==> config.mk <==
export PLATFORM = sky130hd
export DESIGN_NAME = mult_25x35_parallel_pipe_flat
export DESIGN_NICKNAME = d
export VERILOG_FILES = /design/src/rtl/mult_25x35_parallel_pipe_if.sv /design/src/rtl/mult_25x35_parallel_pipe.sv /design/src/flat_wrapper.sv
export SDC_FILE = /design/constraint.sdc
export NUM_CORES = 2
export LEC_CHECK = 0
export ABC_AREA = 1
export BUFFER_PORTS_ARGS = -buffer_cell sky130_fd_sc_hd__buf_2
export CORE_ASPECT_RATIO = 1.75
export CORE_MARGIN = 10
export CORE_UTILIZATION = 45
export DETAILED_ROUTE_END_ITERATION = 16
export GPL_ROUTABILITY_DRIVEN = 0
export PLACE_DENSITY = 0.61
export SLEW_MARGIN = 40
export SYNTH_ARGS = -nofsm -noshare
export SYNTH_HDL_FRONTEND = slang
export SYNTH_SLANG_ARGS = --single-unit
==> constraint.sdc <==
create_clock -name CLK -period 5.9 [get_ports CLK]
set_clock_uncertainty 0.2 [all_clocks]
set_input_delay 0.885 -clock CLK [delete_from_list [all_inputs] [get_ports CLK]]
set_output_delay 0.885 -clock CLK [all_outputs]
set_load 0.01 [all_outputs]
==> src/rtl/mult_25x35_parallel_pipe_if.sv <==
// Operand/product bundle for the 25x35 signed pipelined multiplier.
// There is no handshake: a new operand pair is taken on every clock edge.
interface mult_25x35_parallel_pipe_if;
    logic [24:0] A_IN;
    logic [34:0] B_IN;
    logic [59:0] PROD_OUT;

    modport master (output A_IN, output B_IN, input PROD_OUT);
    modport slave  (input A_IN, input B_IN, output PROD_OUT);
endinterface

==> src/rtl/mult_25x35_parallel_pipe.sv <==
// Signed 25x35 -> 60-bit multiplier built from two 25x18 slices joined by a
// 17-bit-shifted cascade add; four-edge fixed latency, one result per clock.
module mult_25x35_parallel_pipe (
    input  logic                         CLK,
    input  logic                         RST,
    mult_25x35_parallel_pipe_if.slave    bus
);

    logic signed [24:0] a1_q, a2_q;
    logic        [34:0] b1_q;
    logic signed [17:0] bhi2_q;
    logic signed [42:0] ml_q, pl_q, mh_q;
    logic        [59:0] prod_q;

    logic signed [17:0] blo_s;
    logic signed [42:0] ml_d, mh_d, ph_d;
    logic        [59:0] prod_d;

    // Slice products are kept at 43 bits: a 25x18 signed product never needs
    // more, and the upper bits of a 48-bit slice output would be pure sign.
    always_comb begin
        blo_s  = signed'({1'b0, b1_q[16:0]});
        ml_d   = 43'(a1_q) * 43'(blo_s);
        mh_d   = 43'(a2_q) * 43'(bhi2_q);
        ph_d   = mh_q + (pl_q >>> 17);
        prod_d = {ph_d, pl_q[16:0]};
    end

    always_ff @(posedge CLK or negedge RST) begin
        if (!RST) begin
            a1_q   <= '0;
            b1_q   <= '0;
            a2_q   <= '0;
            bhi2_q <= '0;
            ml_q   <= '0;
            pl_q   <= '0;
            mh_q   <= '0;
            prod_q <= '0;
        end else begin
            a1_q   <= signed'(bus.A_IN);
            b1_q   <= bus.B_IN;
            a2_q   <= a1_q;
            bhi2_q <= signed'(b1_q[34:17]);
            ml_q   <= ml_d;
            pl_q   <= ml_q;
            mh_q   <= mh_d;
            prod_q <= prod_d;
        end
    end

    assign bus.PROD_OUT = prod_q;

endmodule

==> src/flat_wrapper.sv <==
// flat-port wrapper written by rule: the top's interface ports become plain ports
module mult_25x35_parallel_pipe_flat 
  (CLK, RST, bus_A_IN, bus_B_IN, bus_PROD_OUT);
  mult_25x35_parallel_pipe_if bus_i ();
  input  logic CLK;
  input  logic RST;
  input wire logic [$bits(bus_i.A_IN)-1:0] bus_A_IN;
  input wire logic [$bits(bus_i.B_IN)-1:0] bus_B_IN;
  output wire logic [$bits(bus_i.PROD_OUT)-1:0] bus_PROD_OUT;
  assign bus_i.A_IN = bus_A_IN;
  assign bus_i.B_IN = bus_B_IN;
  assign bus_PROD_OUT = bus_i.PROD_OUT;
  mult_25x35_parallel_pipe u_core (.CLK(CLK), .RST(RST), .bus(bus_i));
endmodule
==> impl_metrics.ini <==
[timing]
finalHoldViolCount = 0
fmax_mhz = 172.3
rsz0062_at_grt = yes
worst_hold_slack_ns = 0.1206
finalSetupViolations = 0
post-route-min-period_ns = 5.803
relSlewSlack_pct = 46.55
slew_violations = 0
period_share_pct = 98.36
worstMarginPinSlew_ns = 0.8018

[detailed_routing]
vias_per_cell = 4.959
drc = 0
num_vias = 36470
first_pass_iters = 6
wl_microns = 142400
wire_per_inst_microns = 19.36
final_antenna_net_count = 0
drt-initial-drc-count = 1842

[yosys]
yosysTopAreaCell = fa_1
ys_types = 32
async_flop_share_pct = 100.0
syn-cell-area_sq_um = 44760
ys.warnings.count = 0
synth_top_cell_area_share_pct = 38.38
ys_seq_elements = 292
synthSimpleGateAreaFrac_pct = 19.32
yosys-top-cells-area = fa_1 38%, dfrtp_1 16%, nand2_1 14%
synthFlopType = dfrtp_1
synth_edf_count = 0
netlist_instances = 5659
synth_nets = 6832
synth_xor_area_share_pct = 1.429
synth_compound_area_share_pct = 1.619
synth.avg_cell_area_sq_um = 7.909
synth_mux_area_share_pct = 0
synth_top_family_by_area = adder cells
synth_seq_area_share_pct = 16.33
yosys.area_share.adder_pct = 45.45

[clock_network]
clk_latency_ns = 0.61
cts_root_buffer = clkbuf_16
cts_htree_levels = 2
clockBufferDepth = 3
cts_sinks = 292
cts_made_buffers = 36
clk_pin_slew_ns = 0.07
cts_tree = yes

[finish]
mostFrequentLayoutCells = 1649 x inv_1, 1624 x nand2_1, 832 x fa_1
nFillCells = 9312
layout.nets = 7182
final_layout_size_suffix_gt1_share_pct = 15.93
area_growth_syn_to_layout_pct = 17.93
layout_commonest_cell = inv_1

[die]
die_area_sq_um = 113000
die_y_microns = 437.2
dieWidth_microns = 258.4
initial_core_util_pct = 45.22
coreArea_sq_um = 98970
row_count = 153
ios = 122

[global_route]
antenna_found_initial = 4
grt_max_degree = 133
grt_first_pass_wirelength_microns = 218400
overflow = 0
grt_pass1_vias = 40130
grt_usage_pct = 25.52

[worst_setup_path]
cp_cell_sequence = buf_8, nand2_2, fa_1, inv_1, fa_1, inv_1, fa_1, inv_2, fa_1, fa_1, inv_2, fa_1, inv_2, ha_4, nand2_4, buf_6, nor2_4, inv_2, nor3_4, nand2_1, nand2_2, nand2_1, nand2_1, xor2_1
arrival_ns = 6.11
max_stage_delay_ns = 0.58
critPathSlowestCell = fa_1
required_ns = 6.20
critPathKind = flip-flop to flip-flop
cpMostUsedCell = fa_1
startpoint_type = flip-flop
worstPathMaxFanout = 7
critPathCaptureType = flip-flop

[flow_run]
cap_viol_max_count = 0

[placement]
io_buffer_count = 121
hpwl_microns = 117300

[min_path]
min-delay-path-class = flip-flop to flip-flop

[run_status]
status = finished, final reports clean
[kinds of logic after synthesis]
logic type	Yosys count
AOI/OAI and AO/OA	128
xor gates and xnor gates	73
adders and majority gates	1111
buffers and inverters	1890
DFF	292
and+or+nand+nor	2165
[state kept, by name (all words and copies together), names as in the netlist]
register,count
u_core.b1_q,35
u_core.a2_q,25
u_core.ml_q,43
u_core.mh_q,43
u_core.bus.PROD_OUT,60
u_core.a1_q,25
u_core.pl_q,43
u_core.bhi2_q,18
[final cells by class]
cell class | instances | area [sq um] | share of cell area (%)
Timing Repair Buffer | 516 | 4462 | 8.453
Sequential cell | 292 | 7341 | 13.91
Antenna cell | 4 | 10.01 | 0.01896
Inverter | 1686 | 6335 | 12.00
Tap cell | 1317 | 1648 | 3.122
Multi-Input combinational cell | 3477 | 31790 | 60.22
Clock inverter | 20 | 241.5 | 0.4575
Clock buffer | 43 | 957.2 | 1.813
[worst max-delay path: cells and delay by family, from the launching register on]
| kind | cells | cell delay, ns |
|---|---|---|
| xor gates and xnor gates | 1 | 0.13 |
| adders and majority gates | 7 | 3.39 |
| buffers and inverters | 8 | 0.61 |
| DFF | 1 | 0.55 |
| and+or+nand+nor | 8 | 0.80 |
[routing by layer]
layer,up-vias,global-route usage (%),part of all wire [%]
met5,-,0,0
met4,0,22.68,10
met3,636,2.626,4.1
met2,1230,48.49,54
met1,18100,23.57,31
li1,16500,-,-
[through the flow]
step	worst slack [ns]	util [%]	TNS [ns]	instance area, sq um	cells
after floorplan	0.1072	-	0	44760	5659
after global placement	-0.3201	50.13	-6.667	49620	7243
after detailed placement	-0.3198	50.13	-6.719	49620	7243
after CTS	0.00002842	51.60	0	51070	7314
after global routing	-0.1250	53.32	-1.116	52770	7352
final	0.09693	53.33	0	52780	7355
[synth_stat cells, types with 12 or more instances]
cell type and n:
nand3_1 126, xor2_1 64, fa_1 858, ha_1 253, nand2_1 1693, inv_1 1682
o21bai_1 19, o21ai_0 12, clkbuf_1 194, nand2_2 31, a21oi_1 86, nand4_1 32
nor2_1 222, dfrtp_1 292, nor2_2 22
[final timing paths]
check,from,endpoint,slack (ns),cells past startpoint
setup / recovery,u_core.bhi2_q[4]$_DFF_PN0_,u_core.mh_q[25]$_DFF_PN0_,0.1,24
setup reg to reg,u_core.bhi2_q[4]$_DFF_PN0_,u_core.mh_q[25]$_DFF_PN0_,0.1,24
hold reg to reg,u_core.pl_q[15]$_DFF_PN0_,u_core.bus.PROD_OUT[15]$_DFF_PN0_,0.12,0
hold / removal,u_core.pl_q[15]$_DFF_PN0_,u_core.bus.PROD_OUT[15]$_DFF_PN0_,0.12,0
min in group asynchronous,RST,u_core.bus.PROD_OUT[49]$_DFF_PN0_,0.55,2
max in group asynchronous,RST,u_core.bhi2_q[7]$_DFF_PN0_,3.69,3
[repair_timing]
action                                  4_1_cts  5_1_grt
hold endpoints to repair                     30        0
endpoints found under the setup margin       41       58
gates cloned                                  0        2
buffers inserted                              7       37
hold buffers                                  1        0
pin swaps                                     4      139
resized for setup                            54      361
Power is left out: the tool's default activity adds up to more than one toggle a clock period on the data nets, which glitch-free logic cannot reach.
